===== src/rtl/dcache_pkg.sv =====
// Shared types and width constants for the direct-mapped data cache.
// The optional statistics counters are enabled with DCACHE_STATS_EN.
package dcache_pkg;

   localparam int DATA_W_DEF   = 32;
   localparam int ADDR_W_DEF   = 32;
   localparam int SET_BITS_DEF = 6;
   localparam int OFFSET_BITS  = 2;
   localparam int INDEX_BITS_DEF = SET_BITS_DEF;
   localparam int TAG_BITS_DEF = ADDR_W_DEF - SET_BITS_DEF - OFFSET_BITS;

   typedef enum logic [1:0] {
      ST_IDLE  = 2'd0,
      ST_FILL  = 2'd1,
      ST_WRITE = 2'd2,
      ST_DONE  = 2'd3
   } dc_state_t;

   function automatic int tag_bits(input int addr_w, input int set_bits);
      return addr_w - set_bits - OFFSET_BITS;
   endfunction

endpackage


===== src/rtl/dcache_array.sv =====
// Tag/valid/data storage: one write port, combinational read at the same index.
// Valid bits clear on reset; tag and data contents are qualified by valid.
module dcache_array
   import dcache_pkg::*;
#(
   parameter int SET_BITS = SET_BITS_DEF,
   parameter int TAG_W    = TAG_BITS_DEF,
   parameter int DATA_W   = DATA_W_DEF
)(
   input  logic                clk,
   input  logic                rst_n,
   input  logic                i_we,
   input  logic [SET_BITS-1:0] i_index,
   input  logic [TAG_W-1:0]    i_tag,
   input  logic [DATA_W-1:0]   i_data,
   output logic                o_valid,
   output logic [TAG_W-1:0]    o_tag,
   output logic [DATA_W-1:0]   o_data
);

   localparam int LINES = 1 << SET_BITS;

   logic [LINES-1:0]  r_valid;
   logic [TAG_W-1:0]  r_tag  [LINES];
   logic [DATA_W-1:0] r_data [LINES];

   always_ff @(posedge clk) begin
      if (!rst_n) begin
         r_valid <= '0;
      end else if (i_we) begin
         r_valid[i_index] <= 1'b1;
      end
   end

   always_ff @(posedge clk) begin
      if (i_we) begin
         r_tag[i_index]  <= i_tag;
         r_data[i_index] <= i_data;
      end
   end

   assign o_valid = r_valid[i_index];
   assign o_tag   = r_tag[i_index];
   assign o_data  = r_data[i_index];

endmodule


===== src/rtl/data_cache_ctrl.sv =====
// Direct-mapped, write-through, no-write-allocate data cache controller.
// Defining DCACHE_STATS_EN adds wrapping hit/miss counters as outputs.
module data_cache_ctrl
   import dcache_pkg::*;
#(
   parameter int DATA_WIDTH = DATA_W_DEF,
   parameter int ADDR_WIDTH = ADDR_W_DEF,
   parameter int SET_BITS   = SET_BITS_DEF
)(
   input  logic                  clk,
   input  logic                  rst_n,
   input  logic                  MemRead_i,
   input  logic                  MemWrite_i,
   input  logic [ADDR_WIDTH-1:0] ALUResult_i,
   input  logic [DATA_WIDTH-1:0] WriteData_i,
   output logic [DATA_WIDTH-1:0] ReadData_o,
   output logic                  cache_miss_o,
   output logic                  mem_req_o,
   output logic                  mem_we_o,
   output logic [ADDR_WIDTH-1:0] mem_addr_o,
   output logic [DATA_WIDTH-1:0] mem_wdata_o,
   input  logic                  mem_ack_i,
   input  logic [DATA_WIDTH-1:0] mem_rdata_i,
`ifdef DCACHE_STATS_EN
   output logic [31:0]           hit_count_o,
   output logic [31:0]           miss_count_o,
`endif
   output dc_state_t             dbg_state_o
);

   localparam int TAG_W = tag_bits(ADDR_WIDTH, SET_BITS);

   dc_state_t             r_state;
   dc_state_t             w_next_state;
   logic [SET_BITS-1:0]   w_index;
   logic [TAG_W-1:0]      w_tag;
   logic                  w_line_valid;
   logic [TAG_W-1:0]      w_line_tag;
   logic [DATA_WIDTH-1:0] w_line_data;
   logic                  w_hit;
   logic                  w_load;
   logic                  w_store;
   logic                  w_arr_we;
   logic [DATA_WIDTH-1:0] w_arr_data;
   logic [ADDR_WIDTH-1:0] w_word_addr;
   logic [1:0]            w_unused_offset;

   assign w_index         = ALUResult_i[SET_BITS+OFFSET_BITS-1:OFFSET_BITS];
   assign w_tag           = ALUResult_i[ADDR_WIDTH-1:SET_BITS+OFFSET_BITS];
   assign w_word_addr     = {ALUResult_i[ADDR_WIDTH-1:OFFSET_BITS], 2'b00};
   assign w_unused_offset = ALUResult_i[1:0];
   assign w_store         = MemWrite_i;
   assign w_load          = MemRead_i & ~MemWrite_i;
   assign w_hit           = w_line_valid && (w_line_tag == w_tag);

   // Fills always allocate; store acks only refresh a line already holding this tag.
   // Gating with rst_n drops an ack that coincides with a reset edge.
   assign w_arr_we   = rst_n && mem_ack_i &&
                       ((r_state == ST_FILL) || ((r_state == ST_WRITE) && w_hit));
   assign w_arr_data = (r_state == ST_FILL) ? mem_rdata_i : WriteData_i;

   dcache_array #(
      .SET_BITS (SET_BITS),
      .TAG_W    (TAG_W),
      .DATA_W   (DATA_WIDTH)
   ) u_array (
      .clk     (clk),
      .rst_n   (rst_n),
      .i_we    (w_arr_we),
      .i_index (w_index),
      .i_tag   (w_tag),
      .i_data  (w_arr_data),
      .o_valid (w_line_valid),
      .o_tag   (w_line_tag),
      .o_data  (w_line_data)
   );

   always_ff @(posedge clk) begin
      if (!rst_n) begin
         r_state <= ST_IDLE;
      end else begin
         r_state <= w_next_state;
      end
   end

   always_comb begin
      w_next_state = r_state;
      case (r_state)
         ST_IDLE: begin
            if (w_store) begin
               w_next_state = ST_WRITE;
            end else if (w_load && !w_hit) begin
               w_next_state = ST_FILL;
            end
         end
         ST_FILL:  if (mem_ack_i) w_next_state = ST_IDLE;
         ST_WRITE: if (mem_ack_i) w_next_state = ST_DONE;
         ST_DONE:  w_next_state = ST_IDLE;
         default:  w_next_state = ST_IDLE;
      endcase
   end

   // Memory request lines depend on r_state only, never on mem_ack_i.
   always_comb begin
      ReadData_o   = '0;
      cache_miss_o = 1'b0;
      mem_req_o    = 1'b0;
      mem_we_o     = 1'b0;
      mem_addr_o   = '0;
      mem_wdata_o  = '0;
      case (r_state)
         ST_IDLE: begin
            cache_miss_o = w_store || (w_load && !w_hit);
            if (w_load && w_hit) begin
               ReadData_o = w_line_data;
            end
         end
         ST_FILL: begin
            cache_miss_o = 1'b1;
            mem_req_o    = 1'b1;
            mem_addr_o   = w_word_addr;
         end
         ST_WRITE: begin
            cache_miss_o = 1'b1;
            mem_req_o    = 1'b1;
            mem_we_o     = 1'b1;
            mem_addr_o   = w_word_addr;
            mem_wdata_o  = WriteData_i;
         end
         default: ;
      endcase
   end

   assign dbg_state_o = r_state;

`ifdef DCACHE_STATS_EN
   logic [31:0] r_hit_cnt;
   logic [31:0] r_miss_cnt;
   logic        r_after_fill;

   // The replay that follows a fill completes the original miss and is not a new hit.
   always_ff @(posedge clk) begin
      if (!rst_n) begin
         r_hit_cnt    <= '0;
         r_miss_cnt   <= '0;
         r_after_fill <= 1'b0;
      end else begin
         r_after_fill <= (r_state == ST_FILL) && mem_ack_i;
         if ((r_state == ST_IDLE) && w_load && w_hit && !r_after_fill) begin
            r_hit_cnt <= r_hit_cnt + 32'd1;
         end
         if ((r_state == ST_IDLE) && (w_next_state == ST_FILL)) begin
            r_miss_cnt <= r_miss_cnt + 32'd1;
         end
      end
   end

   assign hit_count_o  = r_hit_cnt;
   assign miss_count_o = r_miss_cnt;
`endif

endmodule

===== config.mk =====
export PLATFORM = sky130hd
export DESIGN_NAME = data_cache_ctrl
export DESIGN_NICKNAME = d
export VERILOG_FILES = /design/src/rtl/dcache_pkg.sv /design/src/rtl/dcache_array.sv /design/src/rtl/data_cache_ctrl.sv
export SDC_FILE = /design/constraint.sdc
export NUM_CORES = 2
export LEC_CHECK = 0
export BUFFER_PORTS_ARGS = -buffer_cell sky130_fd_sc_hd__buf_2
export CORE_UTILIZATION = 40
export DETAILED_ROUTE_END_ITERATION = 10
export PLACE_DENSITY = 0.54
export REMOVE_ABC_BUFFERS = 1
export SETUP_SLACK_MARGIN = 0.3
export SLEW_MARGIN = 15
export SYNTH_ARGS = -nofsm -noshare
export SYNTH_HDL_FRONTEND = slang
export SYNTH_SLANG_ARGS = --single-unit

===== constraint.sdc =====
create_clock -name clk -period 13.2 [get_ports clk]
set_input_delay 0.66 -clock clk [delete_from_list [all_inputs] [get_ports clk]]
set_output_delay 0.66 -clock clk [all_outputs]
set_load 0.02 [all_outputs]

# Word-level counts from Yosys, hierarchy flattened
# Memory sizes are Yosys's and may differ from the RTL's.
# Cells that the tools add are included.
# word_totals
regBits	66
ramBits	3584
in_bits	101
output_inout_bits	101
memories	2
# mem_list
memory	depth	width	read_ports	rd_clocked_by_memory_dff	wr	line	source
u_array.r_data	64	32	1	0	1	dcache_array.sv:25	logic [DATA_W-1:0] r_data [LINES];
u_array.r_tag	64	24	1	0	1	dcache_array.sv:24	logic [TAG_W-1:0] r_tag [LINES];
# op_classes
n_lt_le_gt_ge	2
eq_ne	7
n_mux	19
bitwise	3
reduce_logical	13
# ops
operator	n
32-bit 2-to-1 mux	5
64-bit OR	1
24-bit equality test	1
2-bit 2-to-1 mux	4
2-bit case mux with 4 select lines	1
1-bit logical AND	7
6-bit by 7-bit less-than comparator with 1-bit output (second input constant)	1
1-bit binary-select mux with 6-bit select	1
1-bit demux with 6-bit select	1
6-bit by 1-bit greater-or-equal comparator with 1-bit output (second input constant)	1
1-bit 2-to-1 mux	6
2-bit equality test (second input constant)	2
2-bit != test (second input constant)	2
3-bit != test (second input constant)	1
3-bit AND reduction	1
2-bit by 1-bit equality test with 1-bit output (second input constant)	1
2-bit zero test	1
1-bit logical OR	2
1-bit case mux with 2 select lines	1
2-bit OR reduction	1
1-bit bitwise AND	1
1-bit zero test	1
1-bit inverter	1

# Longest topological paths before layout
# logic_depth
ltp_word	8
ltp_mapped	19
depth_no_buf	10

# Cells and area by module
# A second synthesis with hierarchy kept.
# unflattened
cells_unflattened	7810
area_unflattened_um2	138238.8
# modules_own_cells
module	instances	cells_per_inst	area_per_inst_um2	seq_area_each_um2
dcache_array	1	7598	136648.6	108904.4
data_cache_ctrl	1	212	1590.3	40.0

# Worst setup path before layout
# No wires, ideal clock.
# synth_path
path_type	input to register
startpoint	input port ALUResult_i[2]
endpoint	memory u_array.r_data[29][0] (netlist bit), enable pin
setup_ps	610
arrival_ps	8793
slack_ps	3797
cell_stages	16
path_cell_list	buf_6 -> buf_6 -> buf_6 -> buf_2 -> buf_2 -> mux2i_1 -> o22ai_1 -> a211oi_1 -> nand2_1 -> a2111oi_2 -> xnor2_1 -> nor3_2 -> a41oi_1 -> buf_4 -> buf_2 -> nor4_1
# synth_between
elab_chain_len	8
word_cells_on_any_way	10
# synth_rtl
item	line	source
start: declaration	data_cache_ctrl.sv:14	input logic [ADDR_WIDTH-1:0] ALUResult_i,
memory read 64 x 24 bit / 1-bit binary-select mux with 6-bit select (equally long branches)	--	
24-bit equality test / 1-bit 2-to-1 mux (equally long branches)	data_cache_ctrl.sv:54, dcache_array.sv:42	
1-bit logical AND	data_cache_ctrl.sv:54	assign w_hit = w_line_valid && (w_line_tag == w_tag);
1-bit logical AND	data_cache_ctrl.sv:59	((r_state == ST_FILL) || ((r_state == ST_WRITE) && w_hit));
1-bit logical OR	data_cache_ctrl.sv:59	
1-bit logical AND	data_cache_ctrl.sv:58	assign w_arr_we = rst_n && mem_ack_i &&
1-bit 2-to-1 mux	dcache_array.sv:36	if (i_we) begin
1-bit 2-to-1 mux (not written as such)	dcache_array.sv:38	r_data[i_index] <= i_data;
end: declaration	dcache_array.sv:25	
# Several ways; a longest one is shown, not always the timed one. The select of a mux whose other input is x is not followed.

# Worst setup path after layout
# layout_path
startpoint	input port ALUResult_i[5]
endpoint	output port ReadData_o[26]
# layout_between
elab_chain_len	6
word_cells_on_any_way	9
# layout_rtl
item	line	source
memory read 64 x 24 bit / 1-bit binary-select mux with 6-bit select (equally long branches)	--	
24-bit equality test / 1-bit 2-to-1 mux (equally long branches)	data_cache_ctrl.sv:54, dcache_array.sv:42	
1-bit logical AND	data_cache_ctrl.sv:54	
1-bit logical AND	data_cache_ctrl.sv:114	if (w_load && w_hit) begin
32-bit 2-to-1 mux (*)	data_cache_ctrl.sv:114	
32-bit 2-to-1 mux (*)	data_cache_ctrl.sv:111	case (r_state)
end: declaration	data_cache_ctrl.sv:16	output logic [DATA_WIDTH-1:0] ReadData_o,
# Mark *: on every way between the ends. The rest lies on a longest branch, timed or not. The select of a mux whose other input is x is not followed.

==> qor.txt <==
Post-DRT Antenna Nets - 0
WP data required - 12540 ps
Yosys top cell by area - edfxtp_1
Worst-path clk slew - 60 ps
Grt ovf - 0
Clock Path Buffers - 4
Tightest Pin Transition - 1347 ps
Clock sinks - 3650
CTS tree - yes
Clk_skew - 74.43 ps
Post-synth ARST share - 0
Die Width - 589.6 um
Bufs and invs on worst path - 8
RD Place Congestion - 0.8132
Antenna violations before repair - 29
CP cell instances - buf_4 > buf_4 > inv_1 > buf_4 > nand2_2 > buf_4 > nor3_1 > nor4b_1 > nand4_1 > xor2_1 > nor4_1 > and3_1 > nand4_1 > buf_4 > buf_4 > nor4_1 > buf_2
Port bufs - 197
Synth area leaders - edfxtp_1 78%, mux4_2 4.0%, o22ai_1 3.5%, mux2i_1 2.3%, mux2_2 1.3%
Root Driver - clkbuf_16
Worst min-delay path class - in2reg
Power density cells - 158.4 nW/um2
Delay-heaviest family, CP - buffers and inverters
Outcome - finished clean
Leakage Power - 49.66 nW
Crit Path Class - in2out
Flop and latch count out of synthesis - 3650
Postcts setup bufs - 0
Most numerous cell in the Yosys netlist - edfxtp_1
Critical path capture point type - primary output
Non-Filler Instances - 12680
Synth cell types - 80
Post-cts resize count - 0
Top cell type's share of synthesized area - 0.7794
RSZ-0062 raised after global routing - false
CTS Buf Count - 371
Worst Setup Start Kind - primary input
Fill cell count - 29290
Die Span Y - 589.6 um
DRC Markers - 0
Crit Path Max Fanout - 31
Crit share post-route - 0.6504
Starting DRC count in detailed routing - 13310
Ys Warns - 0
First-pass GRT wire length - 663400 um
Gate Count Post-Synth - 7433
Post-CTS Hold Buffers - 0
Critical path's largest stage delay - 940 ps
H-tree Lvls - 5
VDD IR max - 108.9 uV
Synth cell count leaders - 3584 x edfxtp_1, 767 x o22ai_1, 315 x mux2i_1
Starting density of the core - 0.4023
Slew margin rel. - 0.09972
Vias in the first global route - 77870
Clock Latency Late Sink - 990 ps
Final WL - 494500 um
GRT Util Overall - 0.2777
Setup ws final - 4615 ps
Setup tns final - 0 ps
Fin crit period - 8585 ps
Arrival @ worst endpoint - 7920 ps
Layout area overhead - 14.33%
Slowest-stage cell, CP - nor4_1
EDFF count, synth - 3584
Fmax - 116.5 MHz
Max Cap Viol - 0
Seq/Total Area, Yosys - 0.7889
Cell Count Post-Placement - 12000
Most used DFF post-synth - edfxtp_1
WL per Instance - 38.99 um
Most used cell, CP - buf_4
Syn_area_per_cell - 18.58 um2
Area of the multi-input gates - 27450 um2
Nets - 7921
Top Ports - 202
Layout cells sized above 1 - 0.1974
Detailed Routing Iterations Pass 1 - 8
Vias per std cell - 6.418
Core area - 343300 um2
Dpl ws - 4125 ps
Final hold violation count - 0
Fin util - 0.4600
Final setup fails - 0
Hpwl dp - 256000 um
Vias - 81390
Pin count of the biggest net entering global routing - 105
Max-slew violations - 0
Post-Syn Area - 138100 um2
Register area - 108900 um2
Die Area - 347600 um2
# rows - 215
## metal layers
| layer | part of all wire | up-vias | global-route usage |
|---|---|---|---|
| met5 | 0.00023 | - | 0 |
| met4 | 0.037 | 16 | 0.09580 |
| met3 | 0.10 | 880 | 0.04922 |
| met2 | 0.47 | 5290 | 0.4438 |
| met1 | 0.39 | 43340 | 0.3843 |
| li1 | - | 31860 | - |
## worst min-delay path, stage by stage
cell and delay, ps:
buf_2 130, o311ai_0 160, o311a_1 140
## through the flow
stage          hold WS (ps)  power, mW  instance area, um2
2_1_floorplan         417.5      13.87              135700
3_3_place_gp          431.8      14.68              145800
3_5_place_dp          437.0      14.71              145800
4_1_cts               83.22      25.07              157800
5_1_grt               150.8      25.57              157900
6_report              149.7      25.01              157900
## report_power, final
group	total [mW]	switching [mW]	leakage, nW	internal, mW
clock network	10.5	4.55	5.83	5.97
logic	1.57	1.18	11.1	0.395
registers	12.9	0.00494	32.7	12.9
total	25.0	5.73	49.7	19.3
## cell usage in the layout, fill, tap and decap left out, drive strengths merged, types with 36 or more instances in the layout
master     n
nor2     210
o221ai   124
nor4     129
mux2i    315
clkbuf   453
mux2     160
a22oi    137
o22ai    767
a221oi    99
dfxtp     66
edfxtp  3584
a21oi    142
o21ai    153
o41ai     55
nand2    183
a211oi    40
and2      71
nor3      65
bufinv    36
clkinv   159
nand3     61
mux4     248
buf      521
## sequential cells by signal (all words and copies together) (netlist names)
| name | flops |
|---|---|
| u_array.r_tag | 1536 |
| dbg_state_o | 2 |
| u_array.r_data | 2048 |
| u_array.r_valid | 64 |
## worst paths after layout
path,end,depth (start not counted),from,slack [ps]
setup / recovery,ReadData_o[26],17,ALUResult_i[5],4620
hold reg to reg,u_array.r_valid[39]$_SDFFE_PN0N_,2,u_array.r_valid[39]$_SDFFE_PN0N_,460
setup reg to reg,u_array.r_tag[26][1]$_DFFE_PP_,14,u_array.r_tag[23][13]$_DFFE_PP_,6380
hold / removal,dbg_state_o[0]$_SDFFE_PN0P_,3,MemWrite_i,150
## area by class of cell
type	count	share of cell area
sequential	3650	0.6900
multi-input combinational	3263	0.1739
tap	4557	0.03611
clock inverter	221	0.01439
timing repair buffer	521	0.02360
antenna	7	0.0001109
inverter	9	0.0002615
clock buffer	453	0.06161
## cells by family after synthesis
| family | count (synthesis) | synth area share |
|---|---|---|
| buf+inv | 521 | 0.01789 |
| simple gates | 827 | 0.03022 |
| xor+xnor | 24 | 0.001522 |
| fa+ha+maj | 4 | 0.0003624 |
| flops | 3650 | 0.7889 |
| other cells | 1 | 0.00002716 |
| mux | 723 | 0.07636 |
| compound gates | 1683 | 0.08469 |
Note: power is estimated with default switching activity, not from simulation.
